File: config.mk
export PLATFORM = sky130hd
export DESIGN_NAME = my_bist_ctrl
export DESIGN_NICKNAME = d
export VERILOG_FILES = /design/src/rtl/bist_pkg.sv /design/src/rtl/bist_misr.sv /design/src/rtl/my_bist_ctrl.sv
export SDC_FILE = /design/constraint.sdc
export NUM_CORES = 1
export LEC_CHECK = 0
export CAP_MARGIN = 5
export CORE_MARGIN = 1.5
export CORE_UTILIZATION = 35
export CTS_CLUSTER_DIAMETER = 200
export DETAILED_ROUTE_END_ITERATION = 6
export SYNTH_ARGS = -nofsm -noshare
export SYNTH_HDL_FRONTEND = slang
export SYNTH_SLANG_ARGS = --single-unit
File: constraint.sdc
create_clock -name clk -period 1.82 [get_ports clk]
set_clock_uncertainty 0.1 [all_clocks]
set_input_delay 0.364 -clock clk [delete_from_list [all_inputs] [get_ports clk]]
set_output_delay 0.364 -clock clk [all_outputs]
set_load 0.02 [all_outputs]
File: src/rtl/bist_pkg.sv
// bist_pkg
// Shared types, constants and next-state functions for the benchmark BIST
// wrappers: the sequencer state encoding, the 32-bit Fibonacci LFSR step
// (x^32+x^22+x^2+x+1) and the 16-bit MISR step (x^16+x^12+x^5+1).
package bist_pkg;

    typedef enum logic [1:0] {
        IDLE = 2'd0,
        LOAD = 2'd1,
        RUN  = 2'd2,
        DONE = 2'd3
    } bist_state_t;

    localparam int              SIG_W     = 16;
    // Feedback taps at bits 31, 21, 1 and 0.
    localparam logic [31:0]     LFSR_TAPS = 32'h8020_0003;
    localparam logic [SIG_W-1:0] MISR_POLY = 16'h1021;

    // Shift left, new bit 0 is the XOR of the tapped bits.
    function automatic logic [31:0] lfsr_step(input logic [31:0] l);
        return {l[30:0], ^(l & LFSR_TAPS)};
    endfunction

    function automatic logic [SIG_W-1:0] misr_step(input logic [SIG_W-1:0] m,
                                                   input logic [SIG_W-1:0] d);
        return {m[SIG_W-2:0], 1'b0} ^ (m[SIG_W-1] ? MISR_POLY : '0) ^ d;
    endfunction

endpackage

File: src/rtl/bist_misr.sv
// bist_misr
// 16-bit multiple-input signature register. Clear has priority over enable.
// Ports:
//   clk    - clock
//   rst_n  - synchronous active-low reset
//   clr    - zero the signature on the next edge
//   en     - fold d into the signature on the next edge
//   d      - parallel data input (already zero-extended by the caller)
//   sig    - current signature
module bist_misr
    import bist_pkg::*;
(
    input  logic             clk,
    input  logic             rst_n,
    input  logic             clr,
    input  logic             en,
    input  logic [SIG_W-1:0] d,
    output logic [SIG_W-1:0] sig
);

    always_ff @(posedge clk) begin
        if (!rst_n) begin
            sig <= '0;
        end else if (clr) begin
            sig <= '0;
        end else if (en) begin
            sig <= misr_step(sig, d);
        end
    end

endmodule

// rtl/my_bist_ctrl.sv
// my_bist_ctrl
// BIST sequencer wrapped around one generated combinational benchmark.
// Drives the benchmark inputs from an LFSR for PATTERNS cycles, compacts the
// benchmark outputs into a MISR and compares the final signature with GOLDEN.
// Ports:
//   clk, rst_n  - clock, synchronous active-low reset
//   start       - one-cycle pulse, begins a run from IDLE or DONE
//   abort       - back to IDLE from any state, wins over start
//   dut_in      - benchmark input bus (low N_IN bits of the LFSR)
//   dut_out     - benchmark output bus
//   busy        - high in LOAD and RUN
//   done        - high in DONE
//   pass        - valid with done, signature matched GOLDEN
//   signature   - current MISR contents
//
// state | meaning
// ------+---------------------------------------------------------------
// IDLE  | waiting for start; LFSR, MISR and counter hold
// LOAD  | seed the LFSR, clear the MISR and pattern counter
// RUN   | one pattern per cycle: capture dut_out, advance LFSR, count
// DONE  | run complete; done/pass held until start or abort
module my_bist_ctrl
    import bist_pkg::*;
#(
    parameter int          N_IN     = 26,
    parameter int          N_OUT    = 14,
    parameter int          PATTERNS = 1024,
    parameter logic [31:0] SEED     = 32'h0000_0001,
    parameter logic [15:0] GOLDEN   = 16'h0000
) (
    input  logic             clk,
    input  logic             rst_n,
    input  logic             start,
    input  logic             abort,
    output logic [N_IN-1:0]  dut_in,
    input  logic [N_OUT-1:0] dut_out,
    output logic             busy,
    output logic             done,
    output logic             pass,
    output logic [SIG_W-1:0] signature
);

    localparam int          CW       = $clog2(PATTERNS + 1);
    localparam logic [CW-1:0] CNT_LAST = CW'(PATTERNS - 1);
    // An all-zero seed would lock the LFSR up, so it is replaced by 1.
    localparam logic [31:0] SEED_EFF = (SEED == 32'h0) ? 32'h1 : SEED;

    bist_state_t      state;
    logic [31:0]      lfsr;
    logic [CW-1:0]    cnt;
    logic [SIG_W-1:0] misr_d;
    logic             misr_clr;
    logic             misr_en;

    always_comb begin
        misr_d              = '0;
        misr_d[N_OUT-1:0]   = dut_out;
    end

    // Abort freezes the MISR in the cycle it is seen, same as the LFSR.
    assign misr_clr = (state == LOAD) && !abort;
    assign misr_en  = (state == RUN)  && !abort;

    assign dut_in = lfsr[N_IN-1:0];

    bist_misr u_misr (
        .clk   (clk),
        .rst_n (rst_n),
        .clr   (misr_clr),
        .en    (misr_en),
        .d     (misr_d),
        .sig   (signature)
    );

    always_ff @(posedge clk) begin
        if (!rst_n) begin
            state <= IDLE;
            lfsr  <= '0;
            cnt   <= '0;
            busy  <= 1'b0;
            done  <= 1'b0;
            pass  <= 1'b0;
        end else if (abort) begin
            state <= IDLE;
            busy  <= 1'b0;
            done  <= 1'b0;
            pass  <= 1'b0;
        end else begin
            case (state)
                IDLE: begin
                    if (start) begin
                        state <= LOAD;
                        busy  <= 1'b1;
                    end
                end
                LOAD: begin
                    lfsr  <= SEED_EFF;
                    cnt   <= '0;
                    state <= RUN;
                end
                RUN: begin
                    lfsr <= lfsr_step(lfsr);
                    cnt  <= cnt + CW'(1);
                    if (cnt == CNT_LAST) begin
                        state <= DONE;
                        busy  <= 1'b0;
                        done  <= 1'b1;
                        // Compare against the signature this final capture
                        // produces so pass is valid as done rises.
                        pass  <= (misr_step(signature, misr_d) == GOLDEN);
                    end
                end
                DONE: begin
                    if (start) begin
                        state <= LOAD;
                        busy  <= 1'b1;
                        done  <= 1'b0;
                        pass  <= 1'b0;
                    end
                end
                default: begin
                    state <= IDLE;
                    busy  <= 1'b0;
                    done  <= 1'b0;
                    pass  <= 1'b0;
                end
            endcase
        end
    end

endmodule

==> impl_metrics.csv <==
group,metric,value,unit
power_and_ir_drop,combPwrFrac,9.5,%
die,initial_utilization,36.51,%
detailed_routing,num_vias,2420,
place,io_buffers,62,
yosys,synth_cells,344,
min_path,holdPathStages,2,
worst_setup_path,r2r_cells,6,
worst_setup_path,worstPathMaxFanout,3,
power_and_ir_drop,power_density,748.1,mW/mm^2
detailed_routing,ant_nets,0,
clock_network,cts.sinks,64,
timing,period_minus_slack,1771,ps
finish,antenna_cells,0,
clock_network,cts_buffers,9,
die,die_area,0.009226,sq mm
yosys,avgSynthCellArea,8.809,sq um
global_routing,antenna_found_initial,0,
clock_network,htreeDepth,3,
timing,hold_viol_final,0,
worst_setup_path,cp-end-kind,"output port",
finish,area_growth,31.17,%
yosys,synth_area,0.003030,sq mm
die,die_h,96.05,um
die,rows,33,
finish,fill_cells,801,
worst_setup_path,cp.required,1360,ps
power_and_ir_drop,ir_drop,0.3376,mV
worst_setup_path,crit_family,"buffers and inverters",
yosys,synth_area_leader_cell,"dfxtp_1",
clock_network,clock_latency,340,ps
timing,finalCritPeriodShare,97.32,%
yosys,synth_top_area_share,42.28,%
timing,final-setup-viol-count,0,
yosys,ys_ff_latch,64,
worst_setup_path,startpoint_type,"flip-flop",
worst_setup_path,r2r-end,"state[1]",
finish,layout-drive-gt1-share,13.38,%
worst_setup_path,slowest_stage,"clkdlybuf4s50_1",
timing,maxClockFrequency,564.6,MHz
yosys,yosys_warnings,0,
timing,tightestPinTransition,358.7,ps
yosys,ys.flop_type,"dfxtp_1",
worst_setup_path,critical_path_class,"flip-flop to output port",
job,max_cap_viol_count,0,
clock_network,hold_buffers,0,
detailed_routing,wl_per_cell,12.61,um
power_and_ir_drop,p_leak,1.787,nW
global_routing,grt_pass1_vias,2294,
run_status,status,"finished, final reports clean",
clock_network,path_clk_slew,70,ps
worst_setup_path,arrival,1310,ps
place,place_congestion,0.7881,
global_routing,gr-usage-all-layers,14.87,%
place,placed_cell_area,0.003700,sq mm
power_and_ir_drop,p_clk_share,42.7,%
yosys,yosysMostFrequentCell,"dfxtp_1",
worst_setup_path,crit_buf_inv,1,
worst_setup_path,endpoint,"dut_in[4]",
yosys,yosys-top-cells-area,"dfxtp_1 (42%), a21boi_0 (7.9%), buf_4 (6.4%)",
worst_setup_path,cp-startpoint,"lfsr[4]",
die,die_x,96.05,um
worst_setup_path,worstReg2RegStart,"cnt[1]",
clock_network,cts_root_buffer,"clkbuf_8",
finish,stdcell_area,0.003975,sq mm
power_and_ir_drop,power.share.sequential,47.8,%
yosys,async_flop_share,0,%
timing,tns,0,ps
detailed_routing,avgViaCountPerCell,4.830,
detailed_routing,drc_errors,0,
die,coreArea,0.008299,sq mm
clock_network,clockBufferDepth,2,
power_and_ir_drop,p_switching,0.7230,mW
yosys,ys_top_cells_by_count,"dfxtp_1 (64), nand2_1 (42), nand3_1 (36)",
worst_setup_path,slowest_delay,620,ps
yosys,synth_cell_types,43,
min_path,min_path_type,"flip-flop to flip-flop",
timing,max-slew-margin-rel,75.87,%
worst_setup_path,path_cells,"clkdlybuf4s50_1",
power_and_ir_drop,p_sw_share,24.31,%
global_routing,grt_max_degree,24,
yosys,synth-edff-count,0,
timing,drv_slew,0,
worst_setup_path,r2r_slack,90,ps
clock_network,cts_tree,"built",
detailed_routing,firstDrtPassIters,4,
detailed_routing,first_iter_violations,83,
global_routing,grt_overflow,0,
worst_setup_path,critical_path_depth,1,
power_and_ir_drop,p_int,2.251,mW
finish,final_nets,414,
yosys,yosysSeqAreaShare,42.28,%
die,boundaryPins,63,
yosys,synth_nets,366,
place,dp_hpwl,4325,um
detailed_routing,wl,6316,um
global_routing,grt_pass1_wl,10580,um
timing,whs,363.1,ps
[worst min-delay path by stage]
stage / from / end / slack, ps
global placement: lfsr[29] / lfsr[29] / 350
finish: lfsr[30] / lfsr[30] / 360
global route: lfsr[29] / lfsr[29] / 380
detailed placement: lfsr[28] / lfsr[28] / 360
CTS: lfsr[29] / lfsr[29] / 370
floorplan: lfsr[26] / lfsr[26] / 340
[sequential cells by signal, summed over array words and instances (netlist names)]
signal and flops:
lfsr 32, u_misr.sig 16, cnt 11, state 2
busy 1, done 1, pass 1
[cell families after synthesis]
logic type | share of synthesized area, %
simple gates | 21.43
flops | 42.28
compound gates | 13.50
buf+inv | 10.03
xor+xnor | 7.803
mux | 3.303
fa+ha+maj | 1.652
[power by group through the flow]
stage | Combinational (mW) | Clock (mW) | Sequential [mW]
global placement | 0.284 | 0 | 1.45
global route | 0.309 | 1.37 | 1.42
floorplan | 0.148 | 0 | 1.46
finish | 0.283 | 1.27 | 1.42
detailed placement | 0.285 | 0 | 1.45
CTS | 0.282 | 1.31 | 1.42
[repair_timing]
| action | CTS | global route |
|---|---|---|
| setup endpoints to repair | 14 | 32 |
| gates resized for setup | 14 | 28 |
| pin swaps | 0 | 1 |
| buffers inserted | 0 | 1 |
[cell type report]
cell class	instances	area [sq um]	share of cell area, %
repair buffers	83	855.8	21.53
well taps	105	131.4	3.305
flip-flops and latches	64	1282	32.26
clock inverters	4	53.80	1.353
inverters	5	18.77	0.4721
clock buffers	11	151.4	3.809
multi-input cells	229	1481	37.27
[placed cells by master (no fill, tap or decap), types with 2 or more instances in the layout]
master,n
ha_1,3
buf_12,3
clkdlybuf4s50_1,25
xor2_1,10
nand4b_1,2
nor4_1,5
clkbuf_8,11
xnor2_1,17
nand4_1,3
dlymetal6s2s_1,23
inv_1,5
a211oi_1,7
dfxtp_1,63
nor4_2,3
o21ai_0,3
nand2b_1,2
a21boi_0,32
clkinvlp_4,2
a21oi_1,3
nor2_1,26
or2_2,2
nor2_2,2
dlygate4sd2_1,14
nand3_1,36
nand2_1,42
mux2i_1,10
buf_4,18
nor3_1,2
[metrics by stage]
step                      worst slack [ps]  total power [mW]  utilization, %  cells
after CTS                            3.597             3.010           46.84    500
after floorplan                      37.64             1.611               -    344
after global routing                -10.40             3.099           47.90    501
after detailed placement            -125.8             1.739           44.58    485
final                                48.75             2.974           47.90    501
after global placement              -64.99             1.738           44.58    485
[metal layers]
metal | up-vias | track usage, % | wire, um
met5 | - | 0 | 0
met4 | 0 | 6.618 | 84
met3 | 8 | 5.292 | 433
met2 | 63 | 22.95 | 2797
met1 | 1110 | 18.54 | 3000
li1 | 1239 | - | -
(Power assumes the default switching activity.)
